File: config.mk
export PLATFORM = sky130hd
export DESIGN_NAME = aes_round_ctrl
export DESIGN_NICKNAME = d
export VERILOG_FILES = /design/src/rtl/aes_round_ctrl.sv
export SDC_FILE = /design/constraint.sdc
export NUM_CORES = 1
export LEC_CHECK = 0
export CAP_MARGIN = 40
export CORE_UTILIZATION = 45
export CTS_CLUSTER_SIZE = 12
export DETAILED_ROUTE_END_ITERATION = 8
export PLACE_DENSITY_LB_ADDON = 0.05
export REMOVE_ABC_BUFFERS = 1
export SLEW_MARGIN = 10
export SYNTH_ARGS = -nofsm -noshare
export SYNTH_HDL_FRONTEND = slang
export SYNTH_SLANG_ARGS = --single-unit
File: constraint.sdc
create_clock -name clk -period 2.7 [get_ports clk]
set_input_delay 0.54 -clock clk [delete_from_list [all_inputs] [get_ports clk]]
set_output_delay 0.54 -clock clk [all_outputs]
set_load 0.01 [all_outputs]
File: src/rtl/aes_round_ctrl.sv
// Iterative AES-128 round sequencer for a shared SubBytes/ShiftRows/MixColumns/AddRoundKey datapath.
// Latency: accept at cycle 0, round enables every DP_LATENCY cycles, out_valid at cycle 10*DP_LATENCY+1.
// Backpressure: the finished block is held in DONE with out_valid high until out_ready; in_ready is low meanwhile.
module aes_round_ctrl #(
    // Cycles the round datapath needs before state/key registers may capture; legal range 1..8.
    parameter int DP_LATENCY = 1
) (
    input  logic       clk,
    input  logic       rst,
    input  logic       flush,
    input  logic       in_valid,
    output logic       in_ready,
    output logic       out_valid,
    input  logic       out_ready,
    output logic       load_en,
    output logic       state_en,
    output logic       key_en,
    output logic [7:0] rcon,
    output logic [3:0] round_idx,
    output logic       last_round,
    output logic       empty
);

    // Wait counter only needs to reach DP_LATENCY-1; keep it at least one bit wide.
    localparam int                WAIT_W    = (DP_LATENCY > 1) ? $clog2(DP_LATENCY) : 1;
    localparam logic [WAIT_W-1:0] WAIT_LAST = WAIT_W'(DP_LATENCY - 1);

    localparam logic [3:0] ROUND_FIRST = 4'd1;
    localparam logic [3:0] ROUND_LAST  = 4'd10;
    localparam logic [7:0] RCON_FIRST  = 8'h01;

    // FSM encoding; the fourth code is unreachable and decays to IDLE.
    localparam logic [1:0] ST_IDLE  = 2'd0;
    localparam logic [1:0] ST_ROUND = 2'd1;
    localparam logic [1:0] ST_DONE  = 2'd2;

    logic [1:0]        state_q, state_d;
    logic [3:0]        round_q, round_d;
    logic [7:0]        rcon_q,  rcon_d;
    logic [WAIT_W-1:0] wait_q,  wait_d;

    logic st_idle;
    logic st_round;
    logic st_done;
    logic wait_done;
    logic accept;

    // GF(2^8) doubling with the AES polynomial; generates the Rcon sequence 01..80,1B,36.
    function automatic logic [7:0] xtime(input logic [7:0] b);
        return {b[6:0], 1'b0} ^ (b[7] ? 8'h1B : 8'h00);
    endfunction

    assign st_idle  = (state_q == ST_IDLE);
    assign st_round = (state_q == ST_ROUND);
    assign st_done  = (state_q == ST_DONE);

    // The datapath result is ready for capture on the last cycle of each round's wait window.
    assign wait_done = st_round && (wait_q == WAIT_LAST);

    // A DONE block leaving in the same cycle frees the controller, so a new block can slip in back-to-back.
    assign in_ready = st_idle | (st_done & out_ready);

    // flush wins over a new block: nothing is loaded in the abort cycle.
    assign accept = in_valid & in_ready & ~flush;

    assign load_en    = accept;
    assign state_en   = wait_done & ~flush;
    assign key_en     = wait_done & ~flush;
    assign out_valid  = st_done & ~flush;
    assign last_round = st_round && (round_q == ROUND_LAST);
    assign empty      = st_idle;
    assign rcon       = rcon_q;
    assign round_idx  = round_q;

    // Next-state logic: sequence rounds, hold the result in DONE, and chain straight into a new block when possible.
    always_comb begin
        state_d = state_q;
        round_d = round_q;
        rcon_d  = rcon_q;
        wait_d  = wait_q;

        if (flush) begin
            state_d = ST_IDLE;
            round_d = 4'd0;
            rcon_d  = 8'h00;
            wait_d  = '0;
        end else begin
            case (state_q)
                ST_IDLE: begin
                    if (accept) begin
                        state_d = ST_ROUND;
                        round_d = ROUND_FIRST;
                        rcon_d  = RCON_FIRST;
                        wait_d  = '0;
                    end
                end

                ST_ROUND: begin
                    if (wait_done) begin
                        wait_d = '0;
                        if (round_q == ROUND_LAST) begin
                            // Round index and Rcon stay at 10/36 while the result waits in DONE.
                            state_d = ST_DONE;
                        end else begin
                            round_d = round_q + 4'd1;
                            rcon_d  = xtime(rcon_q);
                        end
                    end else begin
                        wait_d = wait_q + WAIT_W'(1);
                    end
                end

                ST_DONE: begin
                    if (out_ready) begin
                        if (accept) begin
                            state_d = ST_ROUND;
                            round_d = ROUND_FIRST;
                            rcon_d  = RCON_FIRST;
                            wait_d  = '0;
                        end else begin
                            state_d = ST_IDLE;
                            round_d = 4'd0;
                            rcon_d  = 8'h00;
                            wait_d  = '0;
                        end
                    end
                end

                default: begin
                    state_d = ST_IDLE;
                    round_d = 4'd0;
                    rcon_d  = 8'h00;
                    wait_d  = '0;
                end
            endcase
        end
    end

    // Sequencer registers; reset drops any block in flight.
    always_ff @(posedge clk or posedge rst) begin
        if (rst) begin
            state_q <= ST_IDLE;
            round_q <= 4'd0;
            rcon_q  <= 8'h00;
            wait_q  <= '0;
        end else begin
            state_q <= state_d;
            round_q <= round_d;
            rcon_q  <= rcon_d;
            wait_q  <= wait_d;
        end
    end

endmodule

; ---- Yosys cells after proc, flatten, opt, wreduce, memory -nomap -nowiden
; Cells that the tools add are included.
[totals]
ff_bits = 15
latchBits = 0
ram_bits = 0
rom_bits = 0
inputBits = 5
word_cells = 56
mem_count = 0
[classes]
n_addsub = 2
mul = 0
div_mod_pow = 0
order_cmp = 0
n_eq_ne = 8
shift = 0
muxes = 27
bitwise = 9
reduce_logical = 6
[op_table]
columns = operator, count
row1 = 2-to-1 mux 8 bit, 5
row2 = case mux 8 bit (3 select lines), 1
row3 = 2-to-1 mux 4 bit, 5
row4 = case mux 4 bit (3 select lines), 1
row5 = 2-to-1 mux 2 bit, 5
row6 = inequality test 3 bit (second input constant), 3
row7 = AND reduction 4 bit, 2
row8 = bitwise XOR 8 x 5 -> 8 bit, 1
row9 = 2-to-1 mux 1 bit, 7
row10 = inequality test 3 x 2 -> 1 bit (second input constant), 2
row11 = case mux 2 bit (3 select lines), 1
row12 = AND 1 bit, 5
row13 = 2-to-1 mux 5 bit, 1
row14 = adder 4 x 1 -> 4 bit (second input constant), 1
row15 = equality test 4 bit (second input constant), 1
row16 = case mux 1 bit (3 select lines), 1
row17 = equality test 2 x 1 -> 1 bit (second input constant), 1
row18 = equality test 2 bit (second input constant), 1
row19 = logical AND 1 bit, 2
row20 = zero test 2 bit, 1
row21 = NOT 1 bit, 2
row22 = AND reduction 2 bit, 1
row23 = adder 1 bit (second input constant), 1
row24 = bitwise OR 1 bit, 1

; ---- Depth between registers and ports, before layout
; Gate-level depths: netlist (run 1).
[depth]
ltp_word = 9
mapped_depth = 7
depth_no_buf = 6

; ---- Worst setup path before layout (run 1)
; No wires, ideal clock.
[synth_path]
path_type = input port to output port
from = in flush
to = out state_en
arrival_ps = 1275
required_time_ps = 2160
slack_ps = 885
stages = 4
n_path_buf = 2
path_cell_list = or3b_1 > buf_6 > nor2_4 > buf_4
[synth_between]
elab_chain_len = 2
[synth_rtl]
columns = item, line_no
row1 = start: declaration, 10  ; input logic flush,
row2 = NOT 1 bit, -
row3 = AND 1 bit, -
row4 = end: declaration, 16  ; output logic state_en,
; Every way passes these cells.

; ---- Worst setup path after layout (run 1)
[layout_path]
from = in flush
to = out state_en
[layout_between]
elab_chain_len = 2
[layout_rtl]
columns = item, line_no
row1 = NOT 1 bit, 67  ; assign state_en = wait_done & ~flush;
row2 = AND 1 bit, 67
; Every way passes these cells.

==> results of run 1 <==
[worst paths after layout]
path,to
max in group asynchronous,rcon[2]$_DFFE_PP0P_
min in group asynchronous,round_idx[3]$_DFFE_PP0P_
worst min register to register,rcon[1]$_DFFE_PP0P_
worst min-delay path,rcon[1]$_DFFE_PP0P_
worst max-delay path,state_en
worst max register to register,round_idx[0]$_DFFE_PP0P_
[logic make-up after synthesis]
group,synth area share (%)
AOI/OAI and AO/OA,21.5
and+or+nand+nor,17.2
DFF,47.7
buffers and inverters,7.15
xor gates and xnor gates,3.34
adders and majority gates,3.18
[cell type report]
cell class | instances | area (um2)
Clock buffer | 3 | 22.5
Clock inverter | 1 | 5.00
Fill cell | 135 | 538
Inverter | 4 | 15.0
Multi-Input combinational cell | 51 | 355
Sequential cell | 15 | 375
Tap cell | 16 | 20.0
Timing Repair Buffer | 25 | 245
[layout by cell type (no fill, tap or decap), types with 2 or more instances in the layout]
master / n
a21o_1: 2
a21oi_1: 4
a22o_1: 6
a22o_2: 5
and2_1: 2
buf_4: 2
clkbuf_4: 3
clkdlybuf4s50_1: 23
dfrtp_1: 15
ha_1: 2
inv_1: 4
nand2_1: 2
nor2_1: 8
nor2b_1: 2
nor3b_1: 2
o21ai_0: 4
xor2_1: 3
[through the flow]
step | hold slack [ns] | total power (W) | std cells | instance area, um2
5_1_grt | 0.564 | 0.000481 | 115 | 1040
2_1_floorplan | 0.441 | 0.000287 | 70 | 746
6_report | 0.540 | 0.000452 | 115 | 1040
3_3_place_gp | 0.515 | 0.000329 | 111 | 1010
4_1_cts | 0.542 | 0.000457 | 115 | 1040
3_5_place_dp | 0.519 | 0.000329 | 111 | 1010
[sequential cells by signal, summed over array words and instances, names as in the netlist]
signal / flops
rcon: 8
round_idx: 4
state_q: 2
wait_q: 1
[report_power, final]
group,internal [W],switching [W],total [W]
Combinational,0.0000441,0.0000389,0.0000830
Sequential,0.000232,0.00000995,0.000242
Clock,0.0000549,0.0000725,0.000127
Total,0.000331,0.000121,0.000452
[routing by layer]
layer / up-vias / part of all wire, % / GRT usage, %
met1: 298 / 51 / 26.8
li1: 312 / - / -
met3: 2 / 5.1 / 4.17
met4: 0 / 0.60 / 7.50
met5: - / 0 / 0
met2: 17 / 44 / 27.5
==> metrics.md, run 1 <==
| Metric | Value |
|---|---|
| Setup TNS | 0 ns |
| Hold crit path type | reg2reg |
| Crit path required time | 2.16 ns |
| Crit path capture type | primary output |
| Min-delay src | rcon[1]$_DFFE_PP0P_ |
| CTS buffer count | 3 |
| Worst-path cell chain | clkdlybuf4s50_1, or3b_1, nor2_4, clkdlybuf4s50_1 |
| Critical path class | in2out |
| Mapped Avg Cell Area | 10.6 um2 |
| Crit-path leading delay family | buffers and inverters |
| CP Buf/Inv Count | 2 |
| Rows | 14 |
| P_leak | 0.502 nW |
| Nets | 107 |
| Crit path launch type | input port |
| #FFs+latches synth | 15 |
| Synth Cell Area | 787 um2 |
| Synth top area cells | dfrtp_1, a22o_1, a22o_2 |
| R2R cell count | 5 |
| Antenna Nets Post-Route | 0 |
| DRC | 3 |
| Clock latency on the worst-skew pair | 0.28 ns |
| Num ports | 24 |
| Max-slew violations | 0 |
| Worst slew pin tran | 0.570 ns |
| DIE AREA | 1920 um2 |
| DR pass1 iterations | 6 |
| Reg2reg setup slack | 1.00 ns |
| RSZ-0062 raised after global routing | false |
| Drt initial violations | 18 |
| CP most frequent cell | clkdlybuf4s50_1 |
| Status | finished with violations |
| Share of flip-flops with an asynchronous set or reset | 100% |
| Crit path largest cell delay | 0.54 ns |
| Area grow syn2layout | 32.0% |
| Slowest-stage cell, CP | clkdlybuf4s50_1 |
| Final core occ | 65.9% |
| MaxCap Viol Count | 0 |
| Via/cell ratio | 5.47 |
| Post-Syn Instances | 74 |
| Worst hold stages | 1 |
| Rel. slew slack | 62.0% |
| GPL Wtd Cong | 0.735 |
| GR Util All Layers | 18.7% |
| Clk slew on worst S/H paths | 0.09 ns |
| Setup Fix Bufs, Post-CTS | 0 |
| Routed via count | 629 |
| Largest net degree at the start of global routing | 16 |
| Share of layout cells above drive strength 1 | 14.1% |
| IO Port Bufs | 23 |
| N_diodes | 0 |
| Worst path depth | 4 |
| Hold buffers post-CTS | 0 |
| First-pass GRT wire length | 2660 um |
| Clock Tree Root | clkbuf_4 |
| Violated checks | DRC |
| Global route total overflow | 0 |
| Count leader, synth | dfrtp_1 |
| Worst Path Arrival | 2.05 ns |
| Final setup fails | 0 |
| Dominant synthesized flop cell | dfrtp_1 |
| Final Worst Setup Slack | 0.109 ns |
| Number of distinct library cells after synthesis | 25 |
| Critical-path maximum fanout | 3 |
| Post_cts resized | 0 |
| Core area | 1580 um2 |
| Fin. Hold Viols | 0 |
| Longest Clk Path Bufs | 2 |
| H-tree depth | 1 |
| PwrDens | 435 nW/um2 |
| Yosys warns | 0 |
| Sequential share of the synthesized area | 47.7% |
| Post-DP HPWL | 1110 um |
| Die Span X | 43.8 um |
| Initial antenna violation count | 0 |
| VDD IR-drop max | 0.000232 V |
| Commonest cells post-synth | dfrtp_1, nor2_1, a22o_1 |
| Area leader, netlist | dfrtp_1 |
| Setup WS pre-CTS | 0.106 ns |
| Number of synthesized flops with an enable pin | 0 |
| Vias in the first global route | 597 |
| Clk_skew | 0.000784 ns |
| Tcrit/Tclk final | 96.0% |
| CTS tree | yes |
| DIE HEIGHT | 43.8 um |
| Crit path time final | 2.59 ns |
| WL/cell | 13.0 um |
| Clk sinks | 15 |
| Worst R2R Start | state_q[1]$_DFFE_PP0P_ |
| Total Wirelength | 1500 um |
| Top-area cell type share of the netlist area | 47.7% |
| Initial Util | 49.9% |
| Critical Path Source | flush |
| Peak Freq | 0.386 GHz |
No activity file was read; power rests on OpenSTA's default activity.
==> run 2: changes to the inputs <==
Settings changed: CTS_CLUSTER_SIZE 12 to default.
==> results of run 2 <==
Same layout as run 1: the final DEF is identical, and so are final timing and power.
==> run 3: changes to the inputs <==
Settings changed: SKIP_CTS_REPAIR_TIMING from default to 1.
==> results of run 3 <==
Same layout as run 1: the final DEF is identical, and so are final timing and power.
